$ cat config.mk
export PLATFORM = sky130hd
export DESIGN_NAME = led_pattern_gen
export DESIGN_NICKNAME = d
export VERILOG_FILES = /design/src/rtl/led_pkg.sv /design/src/rtl/led_tick_gen.sv /design/src/rtl/led_pattern_gen.sv
export SDC_FILE = /design/constraint.sdc
export NUM_CORES = 1
export LEC_CHECK = 0
export CORE_UTILIZATION = 57
export DETAILED_ROUTE_END_ITERATION = 7
export DONT_BUFFER_PORTS = 1
export PLACE_DENSITY = 0.78
export SYNTH_ARGS = -nofsm -noshare
export SYNTH_HDL_FRONTEND = slang
export SYNTH_SLANG_ARGS = --single-unit
$ cat constraint.sdc
create_clock -name clk -period 2.6 [get_ports clk]
set_clock_uncertainty 0.15 [all_clocks]
set_input_delay 0.52 -clock clk [delete_from_list [all_inputs] [get_ports clk]]
set_output_delay 0.52 -clock clk [all_outputs]
set_load 0.005 [all_outputs]
$ cat src/rtl/led_pkg.sv
// Shared LED pattern definitions.
// Widths, reset constants and FSM state types for the LED stages.
package led_pkg;

    localparam int LED_W = 18;

    localparam logic [LED_W-1:0] RUN_INIT   = 18'h00001;
    localparam logic [LED_W-1:0] PP_INIT    = 18'h00001;
    localparam logic [LED_W-1:0] BAR_INIT   = 18'h00000;
    localparam logic [LED_W-1:0] BLINK_INIT = 18'h2AAAA;

    typedef enum logic {
        LEFT  = 1'b0,
        RIGHT = 1'b1
    } pp_dir_t;

    typedef enum logic {
        FILL  = 1'b0,
        DRAIN = 1'b1
    } bar_phase_t;

    // True when exactly one bit of v is set.
    function automatic logic is_onehot(input logic [LED_W-1:0] v);
        return (v != '0) && ((v & (v - 1'b1)) == '0);
    endfunction

endpackage

$ cat src/rtl/led_tick_gen.sv
// Step prescaler for LED stages.
// Emits a one-cycle tick every TICK_DIV enabled clocks.
module led_tick_gen #(
    parameter int TICK_DIV = 6_250_000
) (
    input  logic clk,
    input  logic reset_n,
    input  logic enable,
    input  logic clear,
    output logic tick
);

    localparam int CNT_W = (TICK_DIV > 1) ? $clog2(TICK_DIV) : 1;
    localparam logic [CNT_W-1:0] CNT_MAX = CNT_W'(TICK_DIV - 1);

    logic [CNT_W-1:0] cnt_q;
    logic [CNT_W-1:0] cnt_d;

    assign tick = enable && !clear && (cnt_q == CNT_MAX);

    // Next count: clear restarts, enable advances and wraps, else hold.
    always_comb begin
        cnt_d = cnt_q;
        if (clear) begin
            cnt_d = '0;
        end else if (enable) begin
            cnt_d = (cnt_q == CNT_MAX) ? '0 : cnt_q + 1'b1;
        end
    end

    // Prescaler count register.
    always_ff @(posedge clk or negedge reset_n) begin
        if (!reset_n) begin
            cnt_q <= '0;
        end else begin
            cnt_q <= cnt_d;
        end
    end

endmodule

$ cat src/rtl/led_pattern_gen.sv
// Four free-running LED patterns advancing on a shared step tick.
// Every output comes straight from a register.
module led_pattern_gen #(
    parameter int LED_W    = 18,
    parameter int TICK_DIV = 6_250_000
) (
    input  logic             clk,
    input  logic             reset_n,
    input  logic             enable,
    input  logic             clear,
    output logic             step,
    output logic [LED_W-1:0] ledmode1,
    output logic [LED_W-1:0] ledmode2,
    output logic [LED_W-1:0] ledmode3,
    output logic [LED_W-1:0] ledmode4
);

    import led_pkg::*;

    logic tick;

    logic             step_q,  step_d;
    logic [LED_W-1:0] run_q,   run_d;
    logic [LED_W-1:0] pp_q,    pp_d;
    pp_dir_t          dir_q,   dir_d;
    logic [LED_W-1:0] bar_q,   bar_d;
    bar_phase_t       phase_q, phase_d;
    logic [LED_W-1:0] blink_q, blink_d;

    led_tick_gen #(
        .TICK_DIV (TICK_DIV)
    ) u_tick (
        .clk     (clk),
        .reset_n (reset_n),
        .enable  (enable),
        .clear   (clear),
        .tick    (tick)
    );

    // Next-state for all patterns; clear wins over tick.
    always_comb begin
        step_d  = 1'b0;
        run_d   = run_q;
        pp_d    = pp_q;
        dir_d   = dir_q;
        bar_d   = bar_q;
        phase_d = phase_q;
        blink_d = blink_q;
        if (clear) begin
            run_d   = RUN_INIT;
            pp_d    = PP_INIT;
            dir_d   = LEFT;
            bar_d   = BAR_INIT;
            phase_d = FILL;
            blink_d = BLINK_INIT;
        end else if (tick) begin
            step_d = 1'b1;
            if (is_onehot(run_q)) begin
                run_d = {run_q[LED_W-2:0], run_q[LED_W-1]};
            end else begin
                run_d = RUN_INIT;
            end
            if (!is_onehot(pp_q)) begin
                pp_d  = PP_INIT;
                dir_d = LEFT;
            end else begin
                unique case (dir_q)
                    LEFT: begin
                        if (pp_q[LED_W-1]) begin
                            dir_d = RIGHT;
                            pp_d  = pp_q >> 1;
                        end else begin
                            pp_d = pp_q << 1;
                        end
                    end
                    RIGHT: begin
                        if (pp_q[0]) begin
                            dir_d = LEFT;
                            pp_d  = pp_q << 1;
                        end else begin
                            pp_d = pp_q >> 1;
                        end
                    end
                endcase
            end
            unique case (phase_q)
                FILL: begin
                    if (&bar_q) begin
                        phase_d = DRAIN;
                        bar_d   = {bar_q[LED_W-2:0], 1'b0};
                    end else begin
                        bar_d = {bar_q[LED_W-2:0], 1'b1};
                    end
                end
                DRAIN: begin
                    if (bar_q == '0) begin
                        phase_d = FILL;
                        bar_d   = LED_W'(1);
                    end else begin
                        bar_d = {bar_q[LED_W-2:0], 1'b0};
                    end
                end
            endcase
            blink_d = ~blink_q;
        end
    end

    // Pattern and step registers.
    always_ff @(posedge clk or negedge reset_n) begin
        if (!reset_n) begin
            step_q  <= 1'b0;
            run_q   <= RUN_INIT;
            pp_q    <= PP_INIT;
            dir_q   <= LEFT;
            bar_q   <= BAR_INIT;
            phase_q <= FILL;
            blink_q <= BLINK_INIT;
        end else begin
            step_q  <= step_d;
            run_q   <= run_d;
            pp_q    <= pp_d;
            dir_q   <= dir_d;
            bar_q   <= bar_d;
            phase_q <= phase_d;
            blink_q <= blink_d;
        end
    end

    assign step     = step_q;
    assign ledmode1 = run_q;
    assign ledmode2 = pp_q;
    assign ledmode3 = bar_q;
    assign ledmode4 = blink_q;

endmodule
==> flow_metrics.py, run 1 <==
metrics = {
    "outcome": {
        "outcome": "finished, violations left",
        "violations": "hold timing, setup timing",
    },
    "synth": {
        "synth_edf_count": 0,
        "async_reset_ff_share_pct": 100,
        "synth_area_mm2": 0.00482,
        "syn_avg_cell_area_um2": 9.50,
        "yosys_register_bits": 98,
        "yosysUniqueCellTypes": 58,
        "synth_top_area_cell": "dfrtp_1",
        "ys_top_cells_by_area": "dfrtp_1, o21ai_0, dfstp_2, nand2_1, mux2i_1",
        "yosysTopAreaCellShare_pct": 45.1,
        "synth.yosys.seq_area_share_pct": 51.1,
        "synth_flop_cell": "dfrtp_1",
        "synth_nets": 513,
        "synthCells": 508,
        "yosys_warnings": 0,
    },
    "final_layout": {
        "fillers": 582,
        "num_antenna_cells": 0,
        "area_delta_synth_final_pct": 20.8,
        "layout_commonest_cell": "dfrtp_1",
        "final_nets": 568,
        "drive_gt1_share_pct": 27.6,
        "instances_no_fill": 673,
        "layout_common_cells": "dfrtp_1, nand2_1, buf_4, o21ai_0, nor2_1",
    },
    "clock_network": {
        "numCtsBuffers": 9,
        "insertion_delay_ps": 380,
        "cts_sinks": 98,
        "h-tree-depth": 3,
        "cts.clk_slew.worst_paths_ps": 110,
        "clk_path_buf_depth": 2,
        "clock-root-buffer": "clkbuf_8",
        "cts_tree": "built",
    },
    "drt": {
        "vias": 4259,
        "firstDrtPassIters": 5,
        "first_iter_violations": 164,
        "via_per_inst": 6.33,
        "drc": 0,
        "avgRoutedWirePerCell_um": 17.6,
        "totalWireLength_mm": 11.9,
        "antenna_left": 0,
    },
    "critical_path": {
        "crit_type": "register to register",
        "cp.arrival_ps": 2900,
        "start_kind": "register",
        "cp_max_fo": 4,
        "cp.required_ps": 2760,
        "cp-end-kind": "register",
    },
    "sta": {
        "setup_viol": 18,
        "max_slew_margin_pct": 60.9,
        "max_freq_ghz": 0.365,
        "final_max_slew_viol_count": 0,
        "worst_pin_slew_ps": 581,
        "postLayoutSetupSlackWorst_ps": -143,
        "tns_ps": -1120,
        "period_share_pct": 105,
        "rsz0062_at_grt": "true",
        "hold_violations": 98,
        "min_period_ps": 2740,
        "holdWs_ps": -326,
    },
    "run": {
        "drv_cap": 0,
    },
    "die": {
        "die_height_um": 94,
        "die_w_um": 94,
        "dieArea_mm2": 0.00884,
        "core_mm2": 0.00822,
        "initial_core_util_pct": 58.7,
        "num_rows": 33,
        "io_pins": 77,
    },
    "global_route": {
        "grt_overflow": 0,
        "track_usage_pct": 27.3,
        "busiest_layer": "met2",
        "grt_max_degree": 99,
        "antenna_found_initial": 0,
        "use_met3_pct": 5.99,
        "gr-usage-met1_pct": 34.3,
        "grt_pass1_vias": 3956,
        "met2_usage_pct": 46.2,
        "grt_pass1_wl_mm": 18.8,
    },
    "pwr": {
        "power.density_mw_per_mm2": 456,
        "leakage_uw": 0.00251,
        "ir_worst_vdd_uv": 348,
        "power.total_uw": 2660,
    },
    "placed_design": {
        "io_buffers": 0,
        "hpwl_mm": 7.88,
        "routabilityCongestion": 0.855,
        "dp_cells": 651,
        "dp_slack_ps": -175,
    },
    "hold_path": {
        "hold_path.class": "input pin to async pin",
    },
}
[final timing paths]
check	to	startpoint	cells past startpoint	slack, ps
min	ledmode3[15]	reset_n	0	-330
max reg2reg	ledmode1[0]	ledmode1[4]	6	-140
min in group clk	u_tick.cnt_q[4]	clear	1	40
min reg2reg	u_tick.cnt_q[12]	u_tick.cnt_q[12]	1	350
max	ledmode1[0]	ledmode1[4]	6	-140
max in group asynchronous	ledmode2[0]	reset_n	0	2410
[synth_stat cells, types with 4 or more instances]
cell type / instances
nand3_1: 9
dfstp_2: 11
mux2i_1: 14
nor4_1: 16
nor3_1: 15
inv_1: 4
a31oi_1: 6
nor2_1: 36
a21oi_1: 20
nand4_1: 17
and2_1: 5
and4_1: 4
o21ai_0: 75
a22o_1: 14
a22o_2: 11
o41ai_1: 5
nand2_1: 73
clkbuf_1: 24
dfrtp_1: 87
and3_1: 6
[registers in the layout (all words and copies together) (netlist names)]
name          count
u_tick.cnt_q     23
ledmode1         18
ledmode2         18
ledmode3         18
ledmode4         18
dir_q             1
phase_q           1
step              1
[report_power, final]
part / switching [µW] / internal [µW]
Clock: 598 / 473
Sequential: 2.21 / 1530
Combinational: 41.9 / 17.9
[what timing repair did]
| action | in CTS | in global routing |
|---|---|---|
| gates cloned | 2 | 0 |
| setup buffers | 1 | 3 |
| endpoints found under the setup margin | 40 | 48 |
| pin swaps | 4 | 18 |
| hold endpoints to repair | 98 | 98 |
| gates resized for setup | 19 | 40 |
[worst max-delay path: stages (launching register included)]
cell and delay [ps]:
dfrtp_1 390, or4_4 570, or4_4 450, a2111oi_4 320, nor3_1 80, or3_4 420
o32a_1 300
[stage by stage]
stage / hold WS [ps] / area (µm²) / util (%)
2_1_floorplan: 74.4 / 4860 / -
3_3_place_gp: 77.3 / 5390 / 65.6
3_5_place_dp: 76.7 / 5390 / 65.6
4_1_cts: -338 / 5690 / 69.2
5_1_grt: -351 / 5830 / 70.9
6_report: -326 / 5830 / 70.9
[cell families (layout without fill, tap and decap cells)]
logic type	count (synthesis)	count (layout)	share of synthesized area, %
buffers and inverters	35	95	3.09
xor gates and xnor gates	1	1	0.182
adders and majority gates	4	4	0.882
muxes	14	14	2.90
DFF	98	98	51.1
and+or+nand+nor	203	203	21.3
AOI/OAI and AO/OA	153	153	20.5
[per-layer routing]
metal | wire length (µm) | vias to the layer above
li1 | - | 1997
met1 | 5010 | 2069
met2 | 5810 | 169
met3 | 819 | 24
met4 | 225 | 0
met5 | 0 | -
[cell type report]
cell class	count	area [µm²]	area share (%)
clock inverters	7	95.1	1.63
clock buffers	9	124	2.12
flip-flops and latches	98	2470	42.3
repair buffers	74	578	9.92
multi-input cells	375	2420	41.4
inverters	5	18.8	0.322
well taps	105	131	2.25
Power figures use the tool's default switching activity.
==> run 2: changes to the inputs <==
==> constraint.sdc (replaced) <==
create_clock -name clk -period 2.6 [get_ports clk]
set_clock_uncertainty 0.15 [all_clocks]
set_input_delay 0.52 -clock clk [delete_from_list [all_inputs] [get_ports clk]]
set_output_delay 0.52 -clock clk [all_outputs]
set_load 0.05 [all_outputs]
==> run 2 against run 1 <==
The flow still finishes with violations (hold timing, setup timing). Global-route usage increased by 2.0 points. First-iteration DRC count up 67%. Total power decreased by 1.1%. Die area did not move.
==> flow_metrics.py, run 2 (same netlist as run 1, synthesis figures left out) <==
metrics = {
    "outcome": {
        "outcome": "finished, violations left",
        "violations": "hold timing, setup timing",
    },
    "critical_path": {
        "cp_max_fo": 5,
        "cpMaxStageDelayCell": "or4_4",
        "crit_path_start": "ledmode1[2]",
        "start_kind": "register",
        "path_cells": "or4_4, or4b_4, a211oi_4, nor3_2, or3_4, o32a_1",
        "cp.arrival_ps": 2930,
        "timing.rr.start": "ledmode1[2]",
        "crit_type": "register to register",
        "cp-end-kind": "register",
        "cp.required_ps": 2740,
        "max_stage_delay_ps": 570,
    },
    "sta": {
        "holdWs_ps": -315,
        "period_share_pct": 107,
        "hold_violations": 98,
        "rsz0062_at_grt": "true",
        "max_slew_margin_pct": 48.6,
        "setup_viol": 36,
        "max_freq_ghz": 0.358,
        "worst_pin_slew_ps": 771,
        "min_period_ps": 2790,
        "postLayoutSetupSlackWorst_ps": -190,
        "final_max_slew_viol_count": 0,
    },
    "drt": {
        "avgRoutedWirePerCell_um": 18.6,
        "via_per_inst": 6.43,
        "first_iter_violations": 274,
        "drc": 0,
        "firstDrtPassIters": 5,
        "vias": 4433,
        "antenna_left": 0,
        "totalWireLength_mm": 12.8,
    },
    "die": {
        "die_w_um": 94,
        "io_pins": 77,
        "dieArea_mm2": 0.00884,
        "num_rows": 33,
        "core_mm2": 0.00822,
        "die_height_um": 94,
        "initial_core_util_pct": 58.7,
    },
    "placed_design": {
        "io_buffers": 0,
        "dp_cells": 665,
        "hpwl_mm": 8.22,
        "routabilityCongestion": 0.899,
    },
    "pwr": {
        "leakage_uw": 0.00262,
        "power.total_uw": 2630,
        "power.density_mw_per_mm2": 434,
        "ir_worst_vdd_uv": 413,
    },
    "clock_network": {
        "cts.clk_slew.worst_paths_ps": 100,
        "insertion_delay_ps": 370,
        "numCtsBuffers": 9,
        "clock-root-buffer": "clkbuf_8",
        "cts_sinks": 98,
        "clk_path_buf_depth": 2,
        "h-tree-depth": 3,
        "cts_tree": "built",
    },
    "final_layout": {
        "layout_common_cells": "buf_4, dfrtp_1, nand2_1, o21ai_0, nor2_1",
        "multi_input_area_mm2": 0.00251,
        "largest_reg_flops": 23,
        "area_delta_synth_final_pct": 25.6,
        "fillers": 559,
        "ff_latch_area_mm2": 0.00248,
        "layout_commonest_cell": "buf_4",
        "drive_gt1_share_pct": 32.5,
        "final_nets": 584,
        "instances_no_fill": 689,
        "top_register": "u_tick.cnt_q",
        "num_antenna_cells": 0,
    },
    "global_route": {
        "track_usage_pct": 29.3,
        "grt_pass1_wl_mm": 20.1,
        "grt_max_degree": 99,
        "antenna_found_initial": 0,
        "grt_pass1_vias": 4249,
        "grt_overflow": 0,
    },
    "run": {
        "drv_cap": 0,
    },
    "hold_path": {
        "hold_path.class": "input pin to async pin",
    },
}
==> run 2: where the power goes <==
group / internal [µW] / switching [µW] / leakage [µW] / total, µW
Clock: 462 / 578 / 0.000102 / 1040
Sequential: 1530 / 2.31 / 0.00131 / 1530
Combinational: 19.4 / 41.9 / 0.00121 / 61.3
Total: 2010 / 622 / 0.00262 / 2630
==> run 2: stage by stage <==
step	util, %	setup slack, ps	hold WS, ps	area, µm²	setup TNS [ps]
finish	73.8	-190	-315	6060	-3710
global route	73.8	-240	-335	6060	-6480
CTS	71.8	-149	-321	5900	-1920
detailed placement	67.6	-140	76.6	5550	-2520
global placement	67.6	-93.7	76.6	5550	-394
floorplan	-	-235	74.4	4940	-3010
==> run 2: critical path, delay by kind of cell, from the launching register on <==
family	cells	cell delay (ps)
compound gates	2	510
simple gates	4	1650
flops	1	410
==> run 2: worst paths after layout <==
| path | to | slack [ps] | depth (start not counted) |
|---|---|---|---|
| max reg2reg | ledmode1[0] | -190 | 6 |
| min in group clk | u_tick.cnt_q[2] | 60 | 1 |
| min | ledmode1[9] | -320 | 0 |
| min reg2reg | u_tick.cnt_q[22] | 370 | 1 |
| max in group asynchronous | ledmode2[0] | 2410 | 0 |
| max | ledmode1[0] | -190 | 6 |
==> run 2: timing repair <==
action	CTS	global route
gates resized for setup	22	32
endpoints found under the hold margin	98	98
pin swaps	4	5
endpoints found under the setup margin	36	36
setup buffers	3	4
gates cloned	0	1
==> run 2: final cells by class <==
type / instances / area share [%]
Timing Repair Buffer: 90 / 11.8
Clock buffer: 9 / 2.04
Tap cell: 105 / 2.17
Sequential cell: 98 / 40.9
Multi-Input combinational cell: 375 / 41.4
Inverter: 5 / 0.310
Clock inverter: 7 / 1.38
==> run 2: metal layers <==
metal	part of all wire, %	routed length, µm	vias to the layer above	track usage (%)
met5	0	0	-	0
met4	3.2	416	0	14.0
met3	6.0	763	42	5.34
met2	50	6380	198	48.8
met1	41	5250	2163	36.9
li1	-	-	2030	-
==> run 3: changes to the inputs <==
--- a/config.mk
+++ b/config.mk
@@ -5,10 +5,13 @@
 export SDC_FILE = /design/constraint.sdc
 export NUM_CORES = 1
 export LEC_CHECK = 0
-export CORE_UTILIZATION = 57
+export ABC_AREA = 1
+export CORE_UTILIZATION = 58
+export CTS_CLUSTER_DIAMETER = 30
 export DETAILED_ROUTE_END_ITERATION = 7
 export DONT_BUFFER_PORTS = 1
-export PLACE_DENSITY = 0.78
+export HOLD_SLACK_MARGIN = 0.02
+export PLACE_DENSITY = 0.79
 export SYNTH_ARGS = -nofsm -noshare
 export SYNTH_HDL_FRONTEND = slang
 export SYNTH_SLANG_ARGS = --single-unit
==> run 3 against run 2 <==
The flow finishes with violations (hold timing). Fmax increased by 29%. Total power increased by 0.77%. Non-clock buffer count decreased by 54. Via count increased by 16%. Setup slack improved by 630 ps. Area after synthesis increased by 16%. Synthesized cell count increased by 52%. Sequential share of layout area decreased by 0.26 points. Global-route usage decreased by 0.96 points. Critical path depth increased by 4. Clock-buffer cell count unchanged. Critical endpoint is now ledmode4[13]. Highest routed layer unchanged.
==> flow_metrics.py, run 3 <==
metrics = {
    "die": {
        "dieArea_mm2": 0.0100,
        "io_pins": 77,
        "die_w_um": 100,
        "core_mm2": 0.00928,
        "initial_core_util_pct": 60.1,
        "num_rows": 35,
        "die_height_um": 100,
    },
    "clock_network": {
        "numCtsBuffers": 9,
        "clock-root-buffer": "clkbuf_8",
        "clk_path_buf_depth": 2,
        "cts-resized-gates": 0,
        "h-tree-depth": 3,
        "cts_tree": "built",
        "cts.clk_slew.worst_paths_ps": 120,
        "insertion_delay_ps": 380,
        "postCtsSetupBuffers": 0,
        "cts_sinks": 98,
    },
    "outcome": {
        "violations": "hold timing",
        "outcome": "finished, violations left",
    },
    "final_layout": {
        "top_register": "u_tick.cnt_q",
        "layout_commonest_cell": "nand2_1",
        "num_antenna_cells": 0,
        "drive_gt1_share_pct": 12.2,
        "final_nets": 803,
        "postLayoutCoreUtil_pct": 65.4,
        "layout_common_cells": "nand2_1, nor2_1, dfrtp_1, inv_1, o21ai_0",
        "area_delta_synth_final_pct": 8.77,
        "largest_reg_flops": 23,
    },
    "drt": {
        "drc": 0,
        "firstDrtPassIters": 7,
        "avgRoutedWirePerCell_um": 14.6,
        "antenna_left": 0,
        "totalWireLength_mm": 13.6,
        "vias": 5150,
        "first_iter_violations": 306,
        "via_per_inst": 5.53,
    },
    "synth": {
        "yosysUniqueCellTypes": 37,
        "syn_avg_cell_area_um2": 7.22,
        "yosysTopAreaCellShare_pct": 39.0,
        "synth.yosys.seq_area_share_pct": 44.2,
        "synth_area_mm2": 0.00558,
        "ys_top_cells_by_area": "dfrtp_1, nand2_1, nor2_1, inv_1, dfstp_2",
        "yosys_warnings": 0,
        "yosysMostFrequentCell": "nand2_1",
        "synth_edf_count": 0,
        "synth_flop_cell": "dfrtp_1",
        "synth_top_area_cell": "dfrtp_1",
        "yosys_register_bits": 98,
        "synth_nets": 778,
        "synth_commonest_cells": "nand2_1, nor2_1, dfrtp_1",
        "synthCells": 773,
        "async_reset_ff_share_pct": 100,
    },
    "critical_path": {
        "cp_num_buf_inv": 2,
        "max_stage_delay_ps": 400,
        "cp.required_ps": 2750,
        "start_kind": "register",
        "path_cells": "ha_1, nand3_2, nor2_1, nand2_1, nor2_2, nand2_2, nand2_4, inv_2, buf_12, o21ai_1",
        "crit_type": "register to register",
        "cp.arrival_ps": 2310,
        "cp_max_fo": 22,
        "cp-end-kind": "register",
        "cpLargestDelayFamily": "simple AND/OR/NAND/NOR gates",
        "cpMaxStageDelayCell": "dfrtp_1",
    },
    "sta": {
        "postLayoutSetupSlackWorst_ps": 444,
        "period_share_pct": 82.9,
        "tns_ps": 0,
        "worst_pin_slew_ps": 682,
        "min_period_ps": 2160,
        "max_slew_margin_pct": 54.6,
        "hold_violations": 98,
        "holdWs_ps": -332,
        "final_max_slew_viol_count": 0,
        "setup_viol": 0,
        "rsz0062_at_grt": "false",
        "max_freq_ghz": 0.464,
    },
    "placed_design": {
        "hpwl_mm": 9.54,
        "io_buffers": 0,
        "dp_slack_ps": 479,
        "routabilityCongestion": 0.980,
    },
    "pwr": {
        "ir_worst_vdd_uv": 250,
        "power.density_mw_per_mm2": 437,
        "leakage_uw": 0.00301,
    },
    "run": {
        "drv_cap": 0,
    },
    "global_route": {
        "antenna_found_initial": 0,
        "grt_max_degree": 99,
        "grt_pass1_wl_mm": 22.7,
        "grt_pass1_vias": 4900,
        "grt_overflow": 0,
        "track_usage_pct": 28.4,
    },
    "hold_path": {
        "hold_path.class": "input pin to async pin",
    },
}
## run 3: cell types whose count changed after synthesis, moves of 20 or more
cell | previous run | this run
inv_1 | 4 | 78
nand3_1 | 9 | 39
nand2_1 | 73 | 238
clkbuf_1 | 24 | 4
nor2_1 | 36 | 106
o21ai_0 | 75 | 46
## run 3: logic make-up (layout without fill, tap and decap cells)
kind of cell             Yosys count  in the layout  synth area share, %
buffers and inverters            106            136                 8.52
AND/OR/NAND/NOR                  454            454                 36.0
XOR/XNOR                           5              5                0.785
flip-flops                        98             98                 44.2
adder cells (fa/ha/maj)            1              1                0.224
AO/OA/AOI/OAI                    109            109                 10.3
## run 3: worst paths after layout
kind / depth (start not counted) / end / start / slack [ps]
worst max-delay path: 10 / ledmode4[13] / u_tick.cnt_q[0] / 440
worst min-delay path: 0 / u_tick.cnt_q[8] / reset_n / -330
worst max register to register: 10 / ledmode4[13] / u_tick.cnt_q[0] / 440
worst min register to register: 1 / u_tick.cnt_q[0] / u_tick.cnt_q[0] / 390
max in group asynchronous: 0 / ledmode4[13] / reset_n / 2390
min in group clk: 1 / ledmode3[9] / clear / 80
## run 3: area by class of cell
class                      count  area [µm²]
tap                          129         161
inverter                      84         315
clock inverter                 7        81.3
timing repair buffer          36         283
clock buffer                   9         124
fill                         829        3220
multi-input combinational    569        2640
sequential                    98        2470
## run 3: metrics by stage
| stage | std cells | area (µm²) | total power (µW) |
|---|---|---|---|
| 6_report | 932 | 6070 | 2650 |
| 5_1_grt | 932 | 6070 | 2730 |
| 4_1_cts | 932 | 6070 | 2660 |
| 3_5_place_dp | 916 | 5860 | 1660 |
| 3_3_place_gp | 916 | 5860 | 1660 |
| 2_1_floorplan | 773 | 5580 | 1650 |
## run 3: where the power goes
group / leakage [µW] / total [µW] / internal (µW) / switching, µW
Clock: 0.000103 / 1010 / 383 / 632
Combinational: 0.00157 / 59.2 / 16.0 / 43.1
Sequential: 0.00133 / 1580 / 1540 / 36.4
Total: 0.00301 / 2650 / 1940 / 711
## run 3: layer usage
layer	routed length, µm	vias up	GRT usage (%)
met5	0	-	0
met4	372	0	12.8
met3	929	30	4.87
met2	6320	183	46.3
met1	6000	2404	37.3
li1	-	2533	-
